## src/rtl/tlb_query.sv

```systemverilog
// TLBR/TLBP engine: reads one TLB entry back into the CP0 images, or scans all
// entries for the current VPN2/ASID and produces the CP0 Index value.
module tlb_query #(
   parameter int NUM_ENTRIES = 16,
   parameter int IDX_W       = 4
) (
   input  logic             clk,
   input  logic             rst,
   input  logic             start,
   input  logic             op_probe,
   input  logic             flush,
   input  logic [31:0]      index_i,
   input  logic [31:0]      entryhi_i,
   output logic [IDX_W-1:0] entry_addr,
   input  logic [95:0]      entry_data,
   output logic             busy,
   output logic             done,
   output logic             index_we,
   output logic [31:0]      index_o,
   output logic             entry_we,
   output logic [31:0]      entryhi_o,
   output logic [31:0]      entrylo0_o,
   output logic [31:0]      entrylo1_o
);

   typedef enum logic [1:0] {
      IDLE = 2'd0,
      READ = 2'd1,
      SCAN = 2'd2,
      FIN  = 2'd3
   } state_t;

   localparam logic [IDX_W-1:0] LAST_IDX = IDX_W'(NUM_ENTRIES - 1);

   state_t           state;
   logic [IDX_W-1:0] cnt;
   logic [18:0]      vpn2_q;
   logic [7:0]       asid_q;
   logic             done_q;
   logic             index_we_q;
   logic             entry_we_q;
   logic             match;

   // Valid/global bits are deliberately not part of the probe compare.
   assign match = (entry_data[95:77] == vpn2_q) && (entry_data[71:64] == asid_q);

   assign entry_addr = cnt;
   assign busy       = (state != IDLE);
   // A flush landing in FIN kills the pulses already queued for that cycle.
   assign done       = done_q & ~flush;
   assign index_we   = index_we_q & ~flush;
   assign entry_we   = entry_we_q & ~flush;

   logic unused_bits;
   assign unused_bits = &{1'b0, index_i[31:IDX_W], entryhi_i[12:8], entry_data[76:72]};

   always_ff @(posedge clk or posedge rst) begin
      if (rst) begin
         state      <= IDLE;
         cnt        <= '0;
         vpn2_q     <= '0;
         asid_q     <= '0;
         done_q     <= 1'b0;
         index_we_q <= 1'b0;
         entry_we_q <= 1'b0;
         index_o    <= '0;
         entryhi_o  <= '0;
         entrylo0_o <= '0;
         entrylo1_o <= '0;
      end else begin
         done_q     <= 1'b0;
         index_we_q <= 1'b0;
         entry_we_q <= 1'b0;
         if (flush) begin
            state <= IDLE;
         end else begin
            case (state)
               IDLE: begin
                  if (start) begin
                     if (op_probe) begin
                        vpn2_q <= entryhi_i[31:13];
                        asid_q <= entryhi_i[7:0];
                        cnt    <= '0;
                        state  <= SCAN;
                     end else begin
                        cnt   <= index_i[IDX_W-1:0];
                        state <= READ;
                     end
                  end
               end
               READ: begin
                  entryhi_o  <= entry_data[95:64];
                  entrylo0_o <= entry_data[63:32];
                  entrylo1_o <= entry_data[31:0];
                  done_q     <= 1'b1;
                  entry_we_q <= 1'b1;
                  state      <= FIN;
               end
               SCAN: begin
                  if (match) begin
                     index_o    <= {{(32 - IDX_W){1'b0}}, cnt};
                     done_q     <= 1'b1;
                     index_we_q <= 1'b1;
                     state      <= FIN;
                  end else if (cnt == LAST_IDX) begin
                     index_o    <= 32'h8000_0000;
                     done_q     <= 1'b1;
                     index_we_q <= 1'b1;
                     state      <= FIN;
                  end else begin
                     cnt <= cnt + 1'b1;
                  end
               end
               FIN: state <= IDLE;
               default: state <= IDLE;
            endcase
         end
      end
   end

endmodule
```

## config.mk

```make
export PLATFORM = sky130hd
export DESIGN_NAME = tlb_query
export DESIGN_NICKNAME = d
export VERILOG_FILES = /design/src/rtl/tlb_query.sv
export SDC_FILE = /design/constraint.sdc
export NUM_CORES = 1
export LEC_CHECK = 0
export BUFFER_PORTS_ARGS = -buffer_cell sky130_fd_sc_hd__buf_2
export CORE_MARGIN = 4
export CORE_UTILIZATION = 49
export DETAILED_ROUTE_END_ITERATION = 8
export PLACE_DENSITY = 0.87
export SLEW_MARGIN = 10
export SYNTH_ARGS = -nofsm -noshare
export SYNTH_HDL_FRONTEND = slang
export SYNTH_SLANG_ARGS = --single-unit
```

## constraint.sdc

```tcl
create_clock -name clk -period 11 [get_ports clk]
set_input_delay 1.65 -clock clk [delete_from_list [all_inputs] [get_ports clk]]
set_output_delay 1.65 -clock clk [all_outputs]
set_load 0.01 [all_outputs]
```

# Yosys cells after proc, flatten, opt, wreduce, memory -nomap -nowiden
# Cells that the tools add are included.
# word_totals
ff_bits,164
elab_cells,58
input_bits,165
mem_bits_ro,0
latchBits,0
output_inout_bits,136
n_memories,0
ram_bits,0
# classes
multipliers,0
n_addsub,1
bitwise,4
shift,0
div,0
order_cmp,0
reduce_logical,10
n_mux,21
eq_ne,11
# ops
op,count
$mux 32,2
$eq 19x19->1,1
$mux 4,4
$mux 2,5
$eq 8x8->1,1
$pmux 2 s4,1
$pmux 4 s2,1
$mux 1,7
$ne 2x2->1 const B,3
$reduce_bool 2->1,3
$reduce_and 5->1,1
$add 4x1->4 const B,1
$eq 2x2->1 const B,2
$eq 4x4->1 const B,1
$ne 4x4->1 const B,1
$reduce_and 2->1,2
$reduce_and 4->1,1
$and 1x1->1,3
$ne 3x3->1 const B,1
$reduce_and 3->1,1
$eq 2x1->1 const B,1
$logic_not 2->1,1
$pmux 1 s2,1
$logic_and 1x1->1,1
$not 1->1,1

# Longest topological paths before layout
# logic_depth
ltp_word,5
depth_mapped,8
mapped_depth_nobuf,8

# Worst setup path before layout
# No wires, ideal clock.
# synth_timing
kind,input -> output
startpoint,input port flush
endpoint,output port done
setup_slack_ps,7258
required_ps,9350
path_stages,2
n_path_buf,1
arrival_ps,2092
cell_sequence,clkbuf_1 nor2b_1
# synth_via
elab_chain_cells,2
# synth_rtl
item,line,rtl
"start, declared",11,"input logic flush,"
$not 1->1 (no source line),--,
$and 1x1->1,50,assign done = done_q & ~flush;
"end, declared",17,"output logic done,"
# No other way between the ends.

# Worst setup path in the final report
# Same ends and word-level chain as after synthesis.

==> metrics <==
Static Leak 3.84 nW; YS warnings 0; Core Region 11600 um2; worst-case clock skew roughly 0.0076 ns; Pwr per Cell Area 297 nW/um2; unrepaired setup endpoints after global routing no; initial drt markers ~180; Tmin final 3.82 ns; crit path max fanout 12; Crit-path slowest cell buf_2; WP data required 9.35 ns; TritonCTS buffer count 17; layout cell share with drive strength beyond 1 62.1%; mean area per synthesized cell ~14 um2; Post-Synthesis Cells 405; NetSw 731 uW; Unique masters post-synth 42; ys async rst share 100%; share of the synthesized area in the top cell type approximately three fifths; Post-synth EDFFs 0; worst hold path class flop to flop; root buffer cell clkbuf_16; post-route ant nets 0; Setup TNS 0 ns; Final Hold Fails 0; VDD IR max 0.233 mV; part of the power in combinational logic 34.5%; CTS Buffer Depth 2; detailed-route DRC error count 0; most common cell after layout, fill and taps aside buf_2; vias in the first global route roughly 4500; Largest stage delay, worst path 0.28 ns; Min Hold Slack around 0.5 ns; CP dominant cell by count buf_2; Setup-failing EPs final 0; Layout fillers 806; Final Wtd Congestion 0.772; grt ovf 0; input/output buffers 240; die area 13800 um2; Post-Layout Cell Count approximately 810; Detail Placement HPWL 10700 um; diodes inserted 0; max_slew headroom 32.0%; antenna violations before repair 0; FMAX 262 MHz; DR WL/cell 17.9 um; Post-Place Cells 773; Skew-Pair Late Insertion Delay 0.41 ns; Main synth FF type dfrtp_1; Synth area leader dfrtp_1; post-synthesis register bit count between 100 and 150; status completed; first-pass GRT wire length 22900 um; share of power burned in registers 38.4%; largest cells by area after synthesis dfrtp_1 58%, mux2_2 24%, xor2_1 4.0%; pre-CTS WS 6.84 ns; CP Class input pin to primary output; Final period util 34.7%; Tot GR Track Use 20.9%; CP endpoint kind primary output; Max-cap violations 0; final wirelength 14400 um; initial core utilization 50.7%; worst slew pin tran 1.02 ns; clock power share 27.1%; hold buffers post-CTS 0; Critical Path Source Type input pin; via count 4137; Row Count 39; largest net degree at the start of global routing 84; register area share after synthesis 58.4%; switch share between 30% and 40%; highest-count cells in the layout ignoring fill and taps 240 x buf_2, 137 x dfrtp_1, 123 x mux2_2, 27 x xor2_1, 27 x conb_1; CP cell instances buf_2, nor2b_1, buf_2; CTS tree built; htree depth 4; CTS sink count 137; Die H approximately 120 um; Post-CTS Resized 0; total power 2.31 mW; Post CTS Setup Buffer Count 0; Slew Limit Fails 0; Top Ports 301; Syn-to-layout area delta 32.6%; drt pass-1 iters 6; Clock transition at path regs 0.05 ns; Arr. time, crit path approximately 2.2 ns; chip width 117 um; Int Pwr 1.58 mW; nets just over 800; vias per cell between 5 and 6; post-synthesis instance area 5870 um2; final worst slack 7.18 ns
[final timing paths]
kind | from | end | slack (ns) | depth (start not counted)
setup / recovery | flush | done | 7.18 | 3
hold / removal | entryhi_o[12] | entryhi_o[12] | 0.50 | 1
setup reg to reg | state[1] | entrylo1_o[31] | 8.68 | 5
hold reg to reg | entryhi_o[12] | entryhi_o[12] | 0.50 | 1
max in group asynchronous | rst | entrylo0_o[16] | 8.29 | 3
min in group asynchronous | rst | entrylo0_o[8] | 1.27 | 2
[layer usage]
layer	vias to the layer above	part of all wire (%)	GRT usage [%]
met2	209	53	37.1
met5	-	0	0
met1	2034	36	22.5
met4	0	2.1	7.62
met3	30	9.2	8.13
li1	1864	-	-
[power groups by stage]
stage	Combinational, mW	Clock [mW]	Sequential (mW)
2_1_floorplan	0.408	0	0.964
3_3_place_gp	0.770	0	0.869
3_5_place_dp	0.801	0	0.890
4_1_cts	0.807	0.635	0.887
5_1_grt	0.866	0.659	0.917
6_report	0.797	0.626	0.886
[registers in the layout (all words and copies together) (netlist names)]
| signal | flops |
|---|---|
| entry_addr | 4 |
| vpn2_q | 19 |
| entry_we_q | 1 |
| entryhi_o | 32 |
| entrylo1_o | 32 |
| entrylo0_o | 32 |
| state | 2 |
| done_q | 1 |
| asid_q | 8 |
| index_o | 5 |
| index_we_q | 1 |
[metrics by stage]
stage / area [um2] / util (%)
global route: 7780 / 67.3
CTS: 7760 / 67.1
global placement: 7100 / 61.4
floorplan: 5960 / -
detailed placement: 7100 / 61.4
finish: 7780 / 67.3
[worst max-delay path, delay by kind of cell]
family                 cells  cell delay [ns]
buffers and inverters      2             0.43
and+or+nand+nor            1             0.08
[cell families after synthesis]
family / count (synthesis) / synth area share [%]
adders and majority gates: 4 / 0.853
and+or+nand+nor: 37 / 4.33
AOI/OAI and AO/OA: 23 / 3.37
xor gates and xnor gates: 27 / 4.03
other: 1 / 0.0639
buffers and inverters: 52 / 5.14
DFF: 137 / 58.4
muxes: 124 / 23.8
[cell type report]
type | instances | area (um2) | share of cell area [%]
clock buffers | 21 | 460 | 5.92
clock inverters | 11 | 194 | 2.49
inverters | 9 | 38.8 | 0.499
multi-input cells | 242 | 2240 | 28.8
flip-flops and latches | 137 | 3430 | 44.1
well taps | 143 | 179 | 2.30
repair buffers | 243 | 1240 | 15.9
[synth_stat cells (3+ instances only)]
cell type / number
a22o_1: 4
nor2b_1: 5
clkbuf_1: 10
ha_1: 4
nand3_1: 3
inv_1: 9
buf_4: 27
nand2_1: 4
mux2_2: 123
nor2_1: 5
buf_2: 4
nor4_2: 4
o21ai_0: 3
a21oi_1: 3
dfrtp_1: 137
xor2_1: 27
nor3_1: 4
No activity file was read; power rests on OpenSTA's default activity.
